`config.mk`:
```
export PLATFORM = sky130hd
export DESIGN_NAME = board_render_fsm
export DESIGN_NICKNAME = d
export VERILOG_FILES = /design/src/rtl/board_render_fsm.sv
export SDC_FILE = /design/constraint.sdc
export NUM_CORES = 1
export LEC_CHECK = 0
export BUFFER_PORTS_ARGS = -buffer_cell sky130_fd_sc_hd__buf_4
export CORE_MARGIN = 1.5
export CORE_UTILIZATION = 31
export CTS_CLUSTER_SIZE = 10
export DETAILED_ROUTE_END_ITERATION = 8
export PLACE_DENSITY = 0.46
export SLEW_MARGIN = 20
export SYNTH_ARGS = -nofsm -noshare
export SYNTH_HDL_FRONTEND = slang
export SYNTH_SLANG_ARGS = --single-unit
```
`constraint.sdc`:
```
create_clock -name clock -period 3.1 [get_ports clock]
set_clock_uncertainty 0.05 [all_clocks]
set_input_delay 0.155 -clock clock [delete_from_list [all_inputs] [get_ports clock]]
set_output_delay 0.155 -clock clock [all_outputs]
set_load 0.005 [all_outputs]
```
`src/rtl/board_render_fsm.sv`:
```
// Board update and redraw sequencer. It erases each player's old cell, writes the
// new cells, then scans the board RAM and emits every tile pixel by pixel.
module board_render_fsm #(
    parameter int GRID_W  = 16,
    parameter int GRID_H  = 16,
    parameter int TILE    = 16,
    parameter int NUM_P   = 2,
    parameter int COORD_W = 4,
    parameter int COL_W   = 3,
    parameter int X_W     = 9,
    parameter int Y_W     = 8,
    parameter int A_W     = 8,
    parameter logic [COL_W-1:0] BG_COL  = 3'b000,
    parameter logic [COL_W-1:0] HIT_COL = 3'b110
) (
    input  logic                       clock,
    input  logic                       reset,
    input  logic                       start,
    input  logic [NUM_P*COORD_W-1:0]   p_x,
    input  logic [NUM_P*COORD_W-1:0]   p_y,
    input  logic [NUM_P-1:0]           p_valid,
    input  logic [NUM_P*COL_W-1:0]     p_col,
    output logic [A_W-1:0]             mem_addr,
    output logic [COL_W-1:0]           mem_wdata,
    output logic                       mem_we,
    input  logic [COL_W-1:0]           mem_rdata,
    output logic [X_W-1:0]             oX,
    output logic [Y_W-1:0]             oY,
    output logic [COL_W-1:0]           oColour,
    output logic                       plot_enable,
    output logic                       busy,
    output logic                       done
);

    localparam int CX_W   = (GRID_W > 1) ? $clog2(GRID_W) : 1;
    localparam int CY_W   = (GRID_H > 1) ? $clog2(GRID_H) : 1;
    localparam int PIX_W  = (TILE > 1) ? $clog2(TILE) : 1;
    localparam int SLOT_W = (NUM_P > 1) ? $clog2(NUM_P) : 1;

    typedef enum logic [2:0] {IDLE, ERASE, WRITE, RD_REQ, RD_WAIT, PAINT, DONE} state_t;

    typedef struct packed {
        logic             we;
        logic [A_W-1:0]   addr;
        logic [COL_W-1:0] data;
    } mem_cmd_t;

    state_t                     state;
    logic [NUM_P*COORD_W-1:0]   lat_x, lat_y, prev_x, prev_y;
    logic [NUM_P-1:0]           lat_valid, prev_valid;
    logic [NUM_P*COL_W-1:0]     lat_col;
    logic [SLOT_W-1:0]          slot;
    logic [CX_W-1:0]            cx;
    logic [CY_W-1:0]            cy;
    logic [PIX_W-1:0]           px, py;

    function automatic logic in_range(input logic [COORD_W-1:0] x, input logic [COORD_W-1:0] y);
        return (int'(x) < GRID_W) && (int'(y) < GRID_H);
    endfunction

    function automatic logic [A_W-1:0] cell_addr(input logic [COORD_W-1:0] x, input logic [COORD_W-1:0] y);
        return A_W'(int'(y) * GRID_W + int'(x));
    endfunction

    function automatic mem_cmd_t erase_cmd(input int i);
        mem_cmd_t c;
        logic [COORD_W-1:0] x, y;
        x      = prev_x[i*COORD_W +: COORD_W];
        y      = prev_y[i*COORD_W +: COORD_W];
        c.we   = prev_valid[i] && in_range(x, y);
        c.addr = c.we ? cell_addr(x, y) : '0;
        c.data = c.we ? BG_COL : '0;
        return c;
    endfunction

    // Two valid slots sharing a cell both write the collision colour.
    function automatic mem_cmd_t write_cmd(input int i);
        mem_cmd_t c;
        logic [COORD_W-1:0] x, y, xj, yj;
        logic hit;
        x   = lat_x[i*COORD_W +: COORD_W];
        y   = lat_y[i*COORD_W +: COORD_W];
        hit = 1'b0;
        for (int j = 0; j < NUM_P; j++) begin
            xj = lat_x[j*COORD_W +: COORD_W];
            yj = lat_y[j*COORD_W +: COORD_W];
            if (j != i && lat_valid[j] && in_range(xj, yj) && xj == x && yj == y)
                hit = 1'b1;
        end
        c.we   = lat_valid[i] && in_range(x, y);
        c.addr = c.we ? cell_addr(x, y) : '0;
        c.data = c.we ? (hit ? HIT_COL : lat_col[i*COL_W +: COL_W]) : '0;
        return c;
    endfunction

    function automatic logic [X_W-1:0] pix_x(input logic [CX_W-1:0] c, input logic [PIX_W-1:0] p);
        return X_W'(c) * X_W'(TILE) + X_W'(p);
    endfunction

    function automatic logic [Y_W-1:0] pix_y(input logic [CY_W-1:0] c, input logic [PIX_W-1:0] p);
        return Y_W'(c) * Y_W'(TILE) + Y_W'(p);
    endfunction

    // NOTE: outputs are registered, so each transition loads the values for the state being entered.
    always_ff @(posedge clock or negedge reset) begin
        if (!reset) begin
            state       <= IDLE;
            busy        <= 1'b0;
            done        <= 1'b0;
            plot_enable <= 1'b0;
            mem_we      <= 1'b0;
            mem_addr    <= '0;
            mem_wdata   <= '0;
            oX          <= '0;
            oY          <= '0;
            oColour     <= '0;
            lat_x       <= '0;
            lat_y       <= '0;
            lat_valid   <= '0;
            lat_col     <= '0;
            prev_x      <= '0;
            prev_y      <= '0;
            prev_valid  <= '0;
            slot        <= '0;
            cx          <= '0;
            cy          <= '0;
            px          <= '0;
            py          <= '0;
        end else begin
            case (state)
                IDLE: begin
                    if (start) begin
                        lat_x     <= p_x;
                        lat_y     <= p_y;
                        lat_valid <= p_valid;
                        lat_col   <= p_col;
                        busy      <= 1'b1;
                        slot      <= '0;
                        state     <= ERASE;
                        {mem_we, mem_addr, mem_wdata} <= erase_cmd(0);
                    end
                end
                ERASE: begin
                    if (slot == SLOT_W'(NUM_P - 1)) begin
                        slot  <= '0;
                        state <= WRITE;
                        {mem_we, mem_addr, mem_wdata} <= write_cmd(0);
                    end else begin
                        slot <= slot + 1'b1;
                        {mem_we, mem_addr, mem_wdata} <= erase_cmd(int'(slot) + 1);
                    end
                end
                WRITE: begin
                    if (slot == SLOT_W'(NUM_P - 1)) begin
                        prev_x     <= lat_x;
                        prev_y     <= lat_y;
                        prev_valid <= lat_valid;
                        slot       <= '0;
                        cx         <= '0;
                        cy         <= '0;
                        mem_we     <= 1'b0;
                        mem_wdata  <= '0;
                        mem_addr   <= '0;
                        state      <= RD_REQ;
                    end else begin
                        slot <= slot + 1'b1;
                        {mem_we, mem_addr, mem_wdata} <= write_cmd(int'(slot) + 1);
                    end
                end
                RD_REQ: state <= RD_WAIT;
                RD_WAIT: begin
                    oColour     <= mem_rdata;
                    plot_enable <= 1'b1;
                    px          <= '0;
                    py          <= '0;
                    oX          <= pix_x(cx, '0);
                    oY          <= pix_y(cy, '0);
                    state       <= PAINT;
                end
                PAINT: begin
                    if (px != PIX_W'(TILE - 1)) begin
                        px <= px + 1'b1;
                        oX <= pix_x(cx, px + 1'b1);
                    end else if (py != PIX_W'(TILE - 1)) begin
                        px <= '0;
                        py <= py + 1'b1;
                        oX <= pix_x(cx, '0);
                        oY <= pix_y(cy, py + 1'b1);
                    end else begin
                        px          <= '0;
                        py          <= '0;
                        plot_enable <= 1'b0;
                        if (cx == CX_W'(GRID_W - 1) && cy == CY_W'(GRID_H - 1)) begin
                            done  <= 1'b1;
                            state <= DONE;
                        end else if (cx == CX_W'(GRID_W - 1)) begin
                            cx       <= '0;
                            cy       <= cy + 1'b1;
                            mem_addr <= A_W'((int'(cy) + 1) * GRID_W);
                            state    <= RD_REQ;
                        end else begin
                            cx       <= cx + 1'b1;
                            mem_addr <= A_W'(int'(cy) * GRID_W + int'(cx) + 1);
                            state    <= RD_REQ;
                        end
                    end
                end
                DONE: begin
                    done  <= 1'b0;
                    busy  <= 1'b0;
                    state <= IDLE;
                end
                default: state <= IDLE;
            endcase
        end
    end

endmodule

```
==> run metrics, run 1 <==
outcome=complete, no violations; die height=125 um; Cell Area, Synth=between 4000 and 5000 um2; DR WL/cell=around 17 um; final hold slack=0.0641 ns; vias per cell=5.10; Cell Count, Final, Fillers Out=between 700 and 800; Cell Chain, Critical Path=ha_1 > and3_1 > nand4_1 > a32oi_2 > nor2_1 > a22o_1; Clock Latency Late Sink=0.36 ns; pre-CTS WS=approximately 0.58 ns; Ports=65; clk slew on worst S/H paths=0.07 ns; layout cells sized above 1=around 23%; # Post-CTS Setup Buffers=0; Final Wtd Congestion=around 0.85; cell row count=between 40 and 50; CTS tree=built; crit path launch type=flop; Synth Instances=roughly 450; worst slew pin tran=between 0.8 and 0.9 ns; CTS sink cnt=96; DRC=0; Num CTS Buffers=9; Final nets=about 570; Netlist cell types=57; met1 wire length=5860 um; uppermost layer routed=met4; final core utilization=40.4%; overall routing resource usage=16.7%; slowest stage cell, crit path=a32oi_2; Worst Path Class, Setup=reg -> reg; Detail Route met3 WL=about 390 um; CP required=roughly 3.3 ns; maximum vdd drop=around 400 uV; Async SR Flop Fraction=between 90% and 100%; Max-cap violations=0; area grow syn2layout=26.7%; power density cells=just under 900 nW/um2; dpl hpwl=~8500 um; initial antenna violation count=0; Initial Util=between 30% and 40%; vias in the first global route=3666; number of H-tree levels=3; fmax=a little under 400 MHz; Hold WC Path Type=in -> reg; largest net degree at the start of global routing=64; register bit total from synthesis=between 90 and 100; initial DRC count=roughly 220; register area share after synthesis=51.7%; Slew Limit Fails=0; fin crit share=81.3%; Post-synth EDFFs=0; Rel. slew slack=42.7%; Net Count, Synth=482; Post-DRT Antenna Nets=0; CTS root buf=clkbuf_16; Final Hold Viols=0; core area=around 15000 um2; unrepaired setup endpoints after global routing=false; syn_area_per_cell=roughly 10 um2; min cycle time layout=2.52 ns; die area=about 16000 um2; Fin Setup TNS=0 ns; Inst Count DP=677; Max Fanout on Critical Path=16; Arr. time, crit path=about 2.7 ns; drt pass-1 iters=5; # setup viols final=0; WL final=12300 um; die width=between 100 and 150 um; Port Buffers=63; first-pass GRT wire length=~20000 um; WL met2=about 5800 um; via count of the routed design=3679; crit path capture type=flop; ys flop type=dfrtp_1; clk buf depth=2; GR Overflow Total=0; Synthesis Warnings=0; final setup margin=a little under 0.6 ns; Diodes inserted=0; Leakage=roughly 2.7 nW; worst stage delay on the critical path=approximately 0.73 ns
==> through the flow <==
stage	power [mW]	instance area, um2
finish	5.21	5890
global route	5.59	5890
CTS	5.28	5890
detailed placement	3.98	5280
global placement	3.96	5280
floorplan	3.28	4650
==> area by class of cell <==
cell class | instances | area (um2)
clock buffer | 12 | 256
clock inverter | 4 | 76.3
fill | 1429 | 8700
inverter | 13 | 48.8
multi-input combinational | 314 | 2070
sequential | 96 | 2400
tap | 184 | 230
timing repair buffer | 98 | 806
==> synthesized netlist by cell type (3+ instances only) <==
| master | number | area [um2] |
|---|---|---|
| nor2b_1 | 3 | 18.8 |
| a22o_1 | 8 | 70.1 |
| nand2b_1 | 12 | 75.1 |
| buf_2 | 9 | 45.0 |
| nor3b_1 | 3 | 22.5 |
| buf_4 | 3 | 22.5 |
| o2bb2ai_1 | 3 | 26.3 |
| inv_1 | 13 | 48.8 |
| o22ai_1 | 5 | 31.3 |
| nor4_1 | 4 | 25.0 |
| a222oi_1 | 3 | 30.0 |
| nand3_1 | 18 | 90.1 |
| and3_1 | 8 | 50.1 |
| nor2_1 | 11 | 41.3 |
| o21ai_0 | 44 | 220 |
| nor3_1 | 5 | 25.0 |
| a21o_1 | 13 | 97.6 |
| a21oi_1 | 14 | 70.1 |
| xor2_1 | 6 | 52.6 |
| a31oi_1 | 3 | 18.8 |
| nand4_1 | 3 | 18.8 |
| mux2_2 | 32 | 360 |
| dfrtp_1 | 96 | 2400 |
| a22oi_1 | 3 | 22.5 |
| a221oi_1 | 4 | 35.0 |
| o31ai_1 | 4 | 30.0 |
| nand2_1 | 61 | 229 |
| ha_1 | 4 | 50.1 |
| a211oi_1 | 4 | 30.0 |
| clkbuf_1 | 11 | 41.3 |
==> repair_timing <==
item	4_1_cts	5_1_grt
resized for setup	0	0
endpoints found under the hold margin	88	0
hold buffers	28	0
setup endpoints to repair	0	0
==> placed cells by master (no fill, tap or decap), types with 4 or more instances in the layout <==
cell type,instances
dlygate4sd3_1,28
buf_4,70
o22ai_1,5
a221oi_1,4
nor2_1,11
xor2_1,6
clkbuf_16,9
a21oi_1,14
a21o_1,13
nand2b_1,12
a211oi_1,4
and3_1,8
o21ai_0,44
mux2_2,32
a22o_1,8
nand2_1,61
inv_1,13
o31ai_1,4
nor3_1,5
ha_1,4
nand3_1,18
dfrtp_1,96
nor4_1,4
==> report_power, final <==
part	total (mW)	switching [mW]	internal, mW	leakage [nW]
combinational	1.77	0.900	0.869	1.32
sequential	2.19	0.515	1.68	1.23
clock	1.25	0.496	0.753	0.159
==> final timing paths <==
| path | from | endpoint | slack (ns) | cells after the start |
|---|---|---|---|---|
| max | cx[0] | mem_addr[3] | 0.58 | 6 |
| min | start | busy | 0.06 | 3 |
| max reg2reg | cx[0] | mem_addr[3] | 0.58 | 6 |
| min reg2reg | prev_x[2] | prev_x[2] | 0.43 | 2 |
| max in group asynchronous | reset | cy[3] | 1.80 | 3 |
| min in group asynchronous | reset | oY[0] | 0.39 | 2 |
==> sequential cells by signal, summed over array words and instances, names as in the netlist, 4 cells and up <==
signal	count
oX	8
cx	4
prev_y	8
px	4
lat_x	8
mem_addr	8
prev_x	8
lat_y	8
lat_col	6
oY	8
py	4
cy	4
==> layer usage <==
metal	vias to the layer above	track usage, %
li1	1802	-
met1	1788	23.1
met2	75	25.5
met3	14	3.21
met4	0	7.09
met5	-	0
==> cells by family (layout without fill, tap and decap cells) <==
| logic type | count (synthesis) | count (layout) | share of synthesized area, % |
|---|---|---|---|
| compound gates | 127 | 127 | 18.4 |
| xor+xnor | 8 | 8 | 1.51 |
| fa+ha+maj | 4 | 4 | 1.08 |
| buf+inv | 38 | 127 | 3.88 |
| flops | 96 | 96 | 51.7 |
| mux | 32 | 32 | 7.75 |
| other cells | 1 | 1 | 0.0807 |
| simple gates | 142 | 142 | 15.6 |
==> worst max-delay path: cells and delay by family, from the launching register on <==
family / cells / cell delay, ns
AO/OA/AOI/OAI: 2 / 0.95
flip-flops: 1 / 0.48
AND/OR/NAND/NOR: 3 / 0.61
adder cells (fa/ha/maj): 1 / 0.31
(Power assumes the default switching activity.)
==> run 2: changes to the inputs <==
==> constraint.sdc (replaced) <==
create_clock -name clock -period 2.5 [get_ports clock]
set_clock_uncertainty 0.05 [all_clocks]
set_input_delay 0.125 -clock clock [delete_from_list [all_inputs] [get_ports clock]]
set_output_delay 0.125 -clock clock [all_outputs]
set_load 0.005 [all_outputs]
==> run 2 against run 1 <==
Sequential share of layout area fell by 0.22 points. Worst setup slack got worse by 0.35 ns. Register-to-register slack got worse by 0.35 ns. Largest power group unchanged. Flip-flop and latch count did not move. Critical path type unchanged. Global-route usage fell by 0.17 points. Die area did not move. Combinational power rose by 31%. Fmax rose by 11%. First-iteration DRC count rose by 41%.
==> run metrics, run 2 (synthesized netlist as in run 1, its figures left out) <==
GR Overflow Total=0; crit path buf inv count=1; Initial Util=around a third; FF-to-FF path depth=7; clk slew on worst S/H paths=roughly 0.06 ns; worst slew pin tran=just under 0.7 ns; dpl hpwl=8800 um; Final Hold Viols=0; Post-DRT Antenna Nets=0; area grow syn2layout=27.4%; crit path capture type=flop; Worst Path Class, Setup=reg -> reg; slowest stage cell, crit path=dfrtp_1; fmax=around 440 MHz; DRC=0; Worst Setup SP=cx[0]; Top delay family on crit path=simple AND/OR/NAND/NOR gates; first-pass GRT wire length=~20000 um; core area=14600 um2; Max Fanout on Critical Path=16; r2r startpoint=cx[0]; worst hold start=start; crit path launch type=flop; # Post-CTS Setup Buffers=0; Final nets=about 570; final setup margin=around 0.23 ns; DR WL/cell=between 15 and 20 um; via count of the routed design=3730; fin crit share=between 90% and 100%; min cycle time layout=~2.3 ns; worst stage delay on the critical path=between 0.4 and 0.5 ns; vias in the first global route=3740; filler cell count=around 1400; initial antenna violation count=0; Rel. slew slack=about 54%; overall routing resource usage=approximately 17%; vias per cell=5.14; Port Buffers=between 60 and 70; CP required=between 2 and 3 ns; Cell Chain, Critical Path=ha_1 > and3_1 > nand4_1 > a32oi_2 > buf_4 > nor2_1 > a22o_1; CTS sink cnt=96; Slew Limit Fails=0; dpl cell area=roughly 5300 um2; number of H-tree levels=3; Cell Count, Final, Fillers Out=between 700 and 800; CP Depth=7; Hold WC Path Type=in -> reg; commonest non-fill, non-tap cells in the layout=dfrtp_1 (96), buf_4 (75), nand2_1 (61); Ports=between 60 and 70; Num CTS Buffers=9; Fin Setup TNS=0 ns; # setup viols final=0; CTS root buf=clkbuf_16; Max-cap violations=0; power density cells=roughly 1100 nW/um2; maximum vdd drop=approximately 530 uV; Inst Count DP=~700; clk buf depth=2; pre-CTS WS=0.261 ns; outcome=complete, no violations; die height=about 130 um; layout cells sized above 1=a little under a quarter; die width=125 um; Hold Path Cell Cnt=3; Final Wtd Congestion=0.867; commonest non-fill, non-tap cell in the layout=dfrtp_1; largest net degree at the start of global routing=between 50 and 60; die area=about 16000 um2; Clock Latency Late Sink=0.35 ns; Diodes inserted=0; CTS tree=built; Arr. time, crit path=2.46 ns; Leakage=2.72 nW; WL final=12300 um; drt pass-1 iters=4; unrepaired setup endpoints after global routing=false; final instance area=5930 um2; cell row count=44; initial DRC count=roughly 310
## run 2: changes by cell type in the layout (fill, tap and decap cells not counted)
cell,change
clkinv_4,-1
bufinv_16,-1
clkbuf_8,+1
buf_12,+1
buf_4,+5
## run 2: path summary, 6_finish.rpt
check / end / slack (ns)
setup / recovery: mem_addr[3] / 0.23
hold / removal: busy / 0.03
setup reg to reg: mem_addr[3] / 0.23
hold reg to reg: oX[3] / 0.43
max in group asynchronous: lat_x[5] / 1.44
min in group asynchronous: oY[0] / 0.27
## run 2: cell type report
type | count | area (um2) | area share, %
Sequential cell | 96 | 2400 | 40.5
Multi-Input combinational cell | 314 | 2070 | 35.0
Timing Repair Buffer | 104 | 863 | 14.6
Clock buffer | 13 | 270 | 4.56
Tap cell | 184 | 230 | 3.89
Inverter | 13 | 48.8 | 0.823
Clock inverter | 2 | 37.5 | 0.633
## run 2: per-layer routing
metal	vias up	track usage [%]	wire length, um
met5	-	0	0
met4	0	5.82	191
met3	13	3.77	431
met2	76	26.2	5810
met1	1831	22.2	5910
li1	1810	-	-
## run 2: worst min-delay path: cells and delay by family
family	cells	cell delay, ns
AO/OA/AOI/OAI	2	0.19
buffers and inverters	1	0.09
## run 2: stage by stage
stage          power, mW  hold WS [ns]  util (%)
6_report            6.43        0.0331      40.6
5_1_grt             6.90        0.0960      40.6
4_1_cts             6.52        0.0268      40.6
3_5_place_dp        5.01         0.134      36.6
3_3_place_gp        4.99         0.137      36.6
2_1_floorplan       4.07        -0.221         -
## run 2: power by group
part / switching (mW) / leakage, nW / internal, mW / total (mW)
Sequential: 0.594 / 1.23 / 2.08 / 2.67
Combinational: 1.19 / 1.35 / 1.13 / 2.32
Clock: 0.588 / 0.148 / 0.853 / 1.44
## run 2: what timing repair did
item	CTS	global route
gates resized for setup	0	0
endpoints found under the hold margin	71	0
hold buffers	28	0
